==> config.mk <==
export PLATFORM = sky130hd
export DESIGN_NAME = serial_pattern_tx
export DESIGN_NICKNAME = d
export VERILOG_FILES = /design/src/rtl/serial_pattern_tx.sv
export SDC_FILE = /design/constraint.sdc
export NUM_CORES = 1
export LEC_CHECK = 0
export BUFFER_PORTS_ARGS = -buffer_cell sky130_fd_sc_hd__buf_2
export CAP_MARGIN = 15
export CORE_ASPECT_RATIO = 0.5
export CORE_MARGIN = 4
export CORE_UTILIZATION = 51
export CTS_CLUSTER_SIZE = 28
export DETAILED_ROUTE_END_ITERATION = 7
export HOLD_SLACK_MARGIN = 0.1
export PLACE_DENSITY = 0.82
export SYNTH_ARGS = -nofsm -noshare
export SYNTH_HDL_FRONTEND = slang
export SYNTH_SLANG_ARGS = --single-unit
==> constraint.sdc <==
create_clock -name clk -period 5.16 [get_ports clk]
set_clock_uncertainty 0.1 [all_clocks]
set_input_delay 1.032 -clock clk [delete_from_list [all_inputs] [get_ports clk]]
set_output_delay 1.032 -clock clk [all_outputs]
set_load 0.1 [all_outputs]
==> src/rtl/serial_pattern_tx.sv <==
// Serial pattern transmitter: accepts parallel words over valid/ready, shifts them out MSB-first
// on `a`, appends GAP idle zeros, and counts the "110" sequences it has driven.
module serial_pattern_tx #(
    parameter int WIDTH = 8,
    parameter int GAP   = 2,
    parameter int CNT_W = 8
) (
    input  logic                       clk,
    input  logic                       reset,
    input  logic                       load_valid,
    output logic                       load_ready,
    input  logic [WIDTH-1:0]           load_data,
    input  logic [$clog2(WIDTH+1)-1:0] load_len,
    output logic                       a,
    output logic                       busy,
    output logic                       done,
    output logic                       exp_w,
    output logic [CNT_W-1:0]           hits
);

    localparam int LEN_W = $clog2(WIDTH + 1);
    localparam int GAP_W = $clog2(GAP + 2);

    typedef enum logic [1:0] {
        ST_IDLE,
        ST_SHIFT,
        ST_GAP
    } state_t;

    state_t            state;
    logic [LEN_W-1:0]  bit_cnt;
    logic [GAP_W-1:0]  gap_cnt;
    logic [1:0]        h;
    logic [WIDTH-1:0]  shreg_p1;
    logic [LEN_W-1:0]  len_p0;
    logic [WIDTH-1:0]  aligned_p0;
    logic              vld_p0;
    logic              hit_now;

    function automatic logic [LEN_W-1:0] eff_len(input logic [LEN_W-1:0] len);
        if (len == '0 || int'(len) > WIDTH) begin
            return LEN_W'(WIDTH);
        end
        return len;
    endfunction

    // Stage p0: left-justify the word so its first bit sits at the top of the shift register
    assign len_p0     = eff_len(load_len);
    assign aligned_p0 = load_data << (LEN_W'(WIDTH) - len_p0);
    assign vld_p0     = load_valid && (state == ST_IDLE);

    assign load_ready = (state == ST_IDLE);
    assign busy       = (state != ST_IDLE);
    assign hit_now    = (h == 2'b11) && !a;

    // Stage p1: datapath shift register, deliberately left without reset
    always_ff @(posedge clk) begin
        if (vld_p0) begin
            shreg_p1 <= aligned_p0 << 1;
        end else if (state == ST_SHIFT) begin
            shreg_p1 <= shreg_p1 << 1;
        end
    end

    always_ff @(posedge clk or negedge reset) begin
        if (!reset) begin
            state   <= ST_IDLE;
            a       <= 1'b0;
            done    <= 1'b0;
            exp_w   <= 1'b0;
            hits    <= '0;
            h       <= '0;
            bit_cnt <= '0;
            gap_cnt <= '0;
        end else begin
            done  <= 1'b0;
            h     <= {h[0], a};
            exp_w <= hit_now;
            if (hit_now) begin
                hits <= hits + CNT_W'(1);
            end

            case (state)
                ST_IDLE: begin
                    if (vld_p0) begin
                        a       <= aligned_p0[WIDTH-1];
                        bit_cnt <= len_p0 - LEN_W'(1);
                        state   <= ST_SHIFT;
                    end else begin
                        a <= 1'b0;
                    end
                end
                ST_SHIFT: begin
                    if (bit_cnt == '0) begin
                        a <= 1'b0;
                        if (GAP > 0) begin
                            gap_cnt <= GAP_W'(GAP > 0 ? GAP - 1 : 0);
                            state   <= ST_GAP;
                        end else begin
                            done  <= 1'b1;
                            state <= ST_IDLE;
                        end
                    end else begin
                        a       <= shreg_p1[WIDTH-1];
                        bit_cnt <= bit_cnt - LEN_W'(1);
                    end
                end
                ST_GAP: begin
                    a <= 1'b0;
                    if (gap_cnt == '0) begin
                        done  <= 1'b1;
                        state <= ST_IDLE;
                    end else begin
                        gap_cnt <= gap_cnt - GAP_W'(1);
                    end
                end
                default: begin
                    a     <= 1'b0;
                    state <= ST_IDLE;
                end
            endcase
        end
    end

endmodule
==> out/qor.csv, run 1 <==
metric,value,unit
mostFrequentLayoutCells,"buf_2, dfrtp_1, nor2_1, nand2_1, a21oi_1",
die_area,3910,um^2
die_h,46.3,um
hold_violations,0,
drive_above_1_share,23.4,%
pre_cts_slack,1.55,ns
cts_buffers,3,
p_comb_share,50.2,%
nets,187,
layout_commonest_cell,buf_2,
ys_seq_elements,28,
antenna_cells,0,
worstPathArrival,3.25,ns
coreArea,2700,um^2
power.total,1.09,mW
r2r_setup_slack,3.28,ns
first_pass_iters,4,
power_density,636,nW/um^2
yosysSeqAreaShare,49.2,%
setup_tns,0,ns
synth_top_family_by_area,simple AND/OR/NAND/NOR gates,
outcome,"complete, no violations",
synth_compound_area_share,12.1,%
p_switching,0.535,mW
cts_resized,0,
dp_hpwl,2030,um
syn_nets,160,
muxShareOfSynthArea,7.70,%
p_seq_share,35.9,%
required,5.09,ns
maxCapViolations,0,
syn_avg_cell_area,10.6,um^2
cts_tree,done,
htree_num_levels,1,
portBuffers,27,
rsz0062_at_grt,false,
p_leak,0.801,nW
post_cts_buffers,0,
io_pins,28,
p_sw_share,49.0,%
min_period_over_period,64.3,%
path_clk_slew,0.09,ns
finalSetupViolations,0,
fin_hold_ws,0.282,ns
slew_violations,0,
rows,13,
path_class,input pin to flop,
synth-edff-count,7,
antenna_found_initial,0,
start_util,55.4,%
path_max_fanout,9,
period_needed,3.32,ns
first_global_vias,991,
yosys.cell_types.count,42,
setup_slack,1.84,ns
fmax,302,MHz
synth-simple-area-share,18.1,%
drt_wl_total,2730,um
cts.sinks,28,
grt_max_degree,22,
drtIter0Drc,54,
gp_congestion,0.949,
antenna_left,0,
syn_area,1500,um^2
p_clk_share,13.9,%
die_w,84.6,um
syn_inst,141,
endpoint_kind,flop,
clkLatencyLatePin,0.27,ns
slew_headroom,48.2,%
areaGrowthSynthToFinish,14.8,%
ir_drop,0.397,mV
cts-root-buf,clkbuf_8,
grt_pass1_wl,4550,um
synthXorXnorAreaFrac,6.53,%
synthArstFlopShare,75.0,%
synth_top_flop_cell,dfrtp_1,
viasPerCell,5.42,
drc,0,
wl_per_cell,13.4,um
grt_overflow,0,
vias,1106,
worst_slew_pin_slew,0.775,ns
cts_max_path_buffers,2,
dp.cells,200,
yosysWarningCount,0,
worst_setup_path_start_kind,input pin,
p_int,0.557,mW
track_usage,15.2,%
hold_class,flop to flop,
instances_no_fill,204,
ctsHoldBuffers,0,
synthAdderAreaFrac,3.35,%
-- synth_stat cells (all sizes together), types with 2 or more instances --
cell type | number | area share (%)
xnor2 | 4 | 2.3
mux2 | 2 | 1.5
ha | 4 | 3.3
nand3 | 6 | 2.0
and3b | 2 | 1.2
dfrtp | 21 | 35
and3 | 2 | 0.84
xor2 | 5 | 4.2
buf | 3 | 1.2
o21ai | 8 | 2.9
inv | 5 | 1.3
clkbuf | 2 | 0.59
nor2 | 13 | 3.3
edfxtp | 7 | 14
a21oi | 10 | 3.3
nor4 | 2 | 1.3
a31oi | 3 | 1.3
a22o | 2 | 1.2
nand2 | 14 | 3.7
nand2b | 4 | 2.2
mux2i | 7 | 4.7
nor2b | 2 | 0.84
-- area by class of cell --
type	count	area, um^2
fill	226	983
sequential	28	736
multi-input combinational	103	714
timing repair buffer	27	135
clock buffer	4	66.3
tap	37	46.3
inverter	5	18.8
-- power groups by stage --
stage	combinational (mW)	sequential, mW	clock (mW)
3_5_place_dp	0.552	0.394	0
2_1_floorplan	0.322	0.525	0
6_report	0.548	0.392	0.151
3_3_place_gp	0.539	0.391	0
4_1_cts	0.552	0.393	0.158
5_1_grt	0.597	0.405	0.167
-- per-layer routing --
metal,global-route usage (%),routed length [um],vias up
met3,4.82,181,5
met4,3.79,21,0
met5,0,0,-
met2,25.5,1240,28
li1,-,-,559
met1,19.6,1290,514
-- worst max-delay path: stages --
cell	delay [ns]
buf_2	0.11
nor2b_1	0.60
inv_1	0.29
ha_1	0.37
xnor2_1	0.47
nor2_1	0.12
o21ai_0	0.16
a31oi_1	0.09
-- final timing paths --
path,cells after the start,to,from
setup / recovery,8,shreg_p1[7],load_len[3]
hold / removal,0,h[1],h[0]
setup reg to reg,8,bit_cnt[2],state[0]
hold reg to reg,0,h[1],h[0]
max in group asynchronous,1,hits[6],reset
min in group asynchronous,1,bit_cnt[0],reset
-- logic make-up after synthesis --
| logic type | count (synthesis) |
|---|---|
| AND/OR/NAND/NOR | 51 |
| AO/OA/AOI/OAI | 29 |
| flip-flops | 28 |
| buffers and inverters | 10 |
| multiplexers | 10 |
| XOR/XNOR | 9 |
| adder cells (fa/ha/maj) | 4 |
-- through the flow --
| stage | utilization [%] | area, um^2 |
|---|---|---|
| 2_1_floorplan | - | 1500 |
| 3_3_place_gp | 61.1 | 1650 |
| 3_5_place_dp | 61.1 | 1650 |
| 4_1_cts | 63.6 | 1720 |
| 5_1_grt | 63.6 | 1720 |
| 6_report | 63.6 | 1720 |
-- registers in the layout, summed over array words and instances, names as in the netlist --
register  count
a             1
bit_cnt       4
done          1
exp_w         1
gap_cnt       2
h             2
hits          8
shreg_p1      7
state         2
Note: power is estimated with default switching activity, not from simulation.
==> run 2: changes to the inputs <==
--- a/config.mk
+++ b/config.mk
@@ -5,6 +5,7 @@
 export SDC_FILE = /design/constraint.sdc
 export NUM_CORES = 1
 export LEC_CHECK = 0
+export ABC_AREA = 1
 export BUFFER_PORTS_ARGS = -buffer_cell sky130_fd_sc_hd__buf_2
 export CAP_MARGIN = 15
 export CORE_ASPECT_RATIO = 0.5
==> constraint.sdc (replaced) <==
create_clock -name clk -period 3.4 [get_ports clk]
set_clock_uncertainty 0.1 [all_clocks]
set_input_delay 0.68 -clock clk [delete_from_list [all_inputs] [get_ports clk]]
set_output_delay 0.68 -clock clk [all_outputs]
set_load 0.1 [all_outputs]
==> run 2 against run 1 <==
  * Global-route usage is 1.6 points higher
  * Via count is 16% higher
  * Setup slack worse by 1.0 ns
  * Critical endpoint is now shreg_p1[2]
==> out/qor.csv, run 2 <==
metric,value,unit
areaGrowthSynthToFinish,14.3,%
drt_wl_total,2850,um
required,3.43,ns
p_comb_share,48.6,%
instances_no_fill,252,
antenna_left,0,
viasPerCell,5.08,
cts.sinks,28,
regMostFlops,hits,
cts_buffers,3,
p_int,0.800,mW
p_sw_share,47.8,%
dp.cells,248,
ctsHoldBuffers,0,
grt_max_degree,22,
dp_hpwl,2240,um
maxCapViolations,0,
outcome,"complete, no violations",
slew_headroom,67.8,%
ir_drop,0.472,mV
die_h,47.1,um
drtIter0Drc,95,
synthTopCellsByArea,"dfrtp_1, edfxtp_1, nand2_1, inv_1, nand3_1",
setup_tns,0,ns
r2r_setup_slack,1.65,ns
vias,1281,
multiInputGateArea,687,um^2
cts_max_path_buffers,2,
layout.area.seq,736,um^2
die_area,4050,um^2
nets,235,
finalSetupViolations,0,
clkLatencyLatePin,0.27,ns
ys_seq_elements,28,
rows,13,
path_class,input pin to flop,
syn_inst,188,
synthArstFlopShare,75.0,%
synthTopCellsByCount,"nand2_1, inv_1, dfrtp_1, nand3_1, nor2_1",
reg.largest.list,"hits: 8 flops, shreg_p1: 7 flops, bit_cnt: 4 flops",
largest_reg_flops,8,
wl_per_cell,11.3,um
mostFrequentLayoutCells,"nand2_1, inv_1, buf_2",
syn_avg_cell_area,8.28,um^2
hold_class,input pin to asynchronous set/reset pin,
grt_pass1_wl,5200,um
cts-root-buf,clkbuf_8,
cts_resized,0,
fmax,384,MHz
yosys.cell_types.count,30,
grt_overflow,0,
slew_violations,0,
r2r-start,state[1],
post_cts_buffers,0,
start_util,56.6,%
synth.most_common_cell,nand2_1,
p_leak,0.946,nW
yosysWarningCount,0,
endpoint_kind,flop,
path_max_fanout,11,
worstPathArrival,2.63,ns
syn_area,1560,um^2
fin_util,64.7,%
portBuffers,27,
worst_slew_pin_slew,0.487,ns
antenna_found_initial,0,
die_w,86.1,um
cts_tree,done,
synth_top_area_share,33.8,%
synth-edff-count,7,
rsz0062_at_grt,false,
antenna_cells,0,
design_area,1780,um^2
htree_num_levels,1,
power_density,862,nW/um^2
drive_above_1_share,20.9,%
drc,0,
yosysSeqAreaShare,47.3,%
worst_setup_path_start_kind,input pin,
track_usage,16.8,%
io_pins,28,
synth_top_area_cell,dfrtp_1,
coreArea,2750,um^2
place_area,1710,um^2
first_global_vias,1221,
path_clk_slew,0.09,ns
min_period_over_period,76.6,%
power.total,1.53,mW
p_clk_share,14.7,%
hold_violations,0,
p_seq_share,36.7,%
gp_congestion,0.897,
fill_cells,230,
p_switching,0.733,mW
period_needed,2.60,ns
critical_path.startpoint,load_len[0],
syn_nets,207,
first_pass_iters,4,
layout_commonest_cell,nand2_1,
synth_top_flop_cell,dfrtp_1,
==> run 2: changes by cell type after synthesis, moves of 3 or more <==
cell      change
nand3_1      +15
nand4_1       +5
nand2_2       +3
nand2_1      +32
a21oi_1       -8
mux2i_1       -6
nand2b_1      -3
o21ai_1       +3
inv_1        +23
nor2_1        +3
==> run 2: path summary, 6_finish.rpt <==
check | to | cells past startpoint
hold reg to reg | h[1] | 0
hold / removal | gap_cnt[0] | 1
max in group asynchronous | hits[7] | 1
setup reg to reg | bit_cnt[2] | 7
setup / recovery | shreg_p1[2] | 11
min in group clk | h[1] | 0
==> run 2: area by class of cell <==
class | instances | share of cell area (%)
Clock buffer | 4 | 3.73
Inverter | 29 | 6.12
Multi-Input combinational cell | 127 | 38.6
Sequential cell | 28 | 41.4
Tap cell | 37 | 2.60
Timing Repair Buffer | 27 | 7.59
==> run 2: power by group through the flow <==
stage          Combinational [mW]  Sequential [mW]  Clock [mW]
2_1_floorplan               0.421            0.764           0
3_3_place_gp                0.733            0.564           0
3_5_place_dp                0.748            0.569           0
4_1_cts                     0.748            0.564       0.230
5_1_grt                     0.828            0.577       0.249
6_report                    0.746            0.563       0.225
==> run 2: critical path: stages <==
cell     delay, ns
buf_2         0.15
nor2_2        0.16
nand2_2       0.09
nand2_4       0.10
nand3_2       0.25
ha_1          0.35
xnor2_2       0.24
inv_1         0.12
nor2_1        0.26
inv_1         0.10
o21ai_1       0.14
==> run 2: metrics by stage <==
step	worst slack [ns]	hold WS, ns
after floorplan	0.680	0.254
after global placement	0.664	0.262
after detailed placement	0.528	0.264
after CTS	0.805	0.252
after global routing	0.588	0.271
final	0.796	0.239
==> run 2: cell families after synthesis <==
logic type	count (synthesis)	synth area share (%)
mux	1	0.643
flops	28	47.3
compound gates	15	5.31
fa+ha+maj	4	3.22
buf+inv	33	8.76
simple gates	99	29.8
xor+xnor	8	4.98
==> run 2: metal layers <==
metal	up-vias	part of all wire (%)	track usage [%]
li1	657	-	-
met1	590	48	21.6
met2	32	45	29.1
met3	2	6.2	3.33
met4	0	0.95	6.31
met5	-	0	0
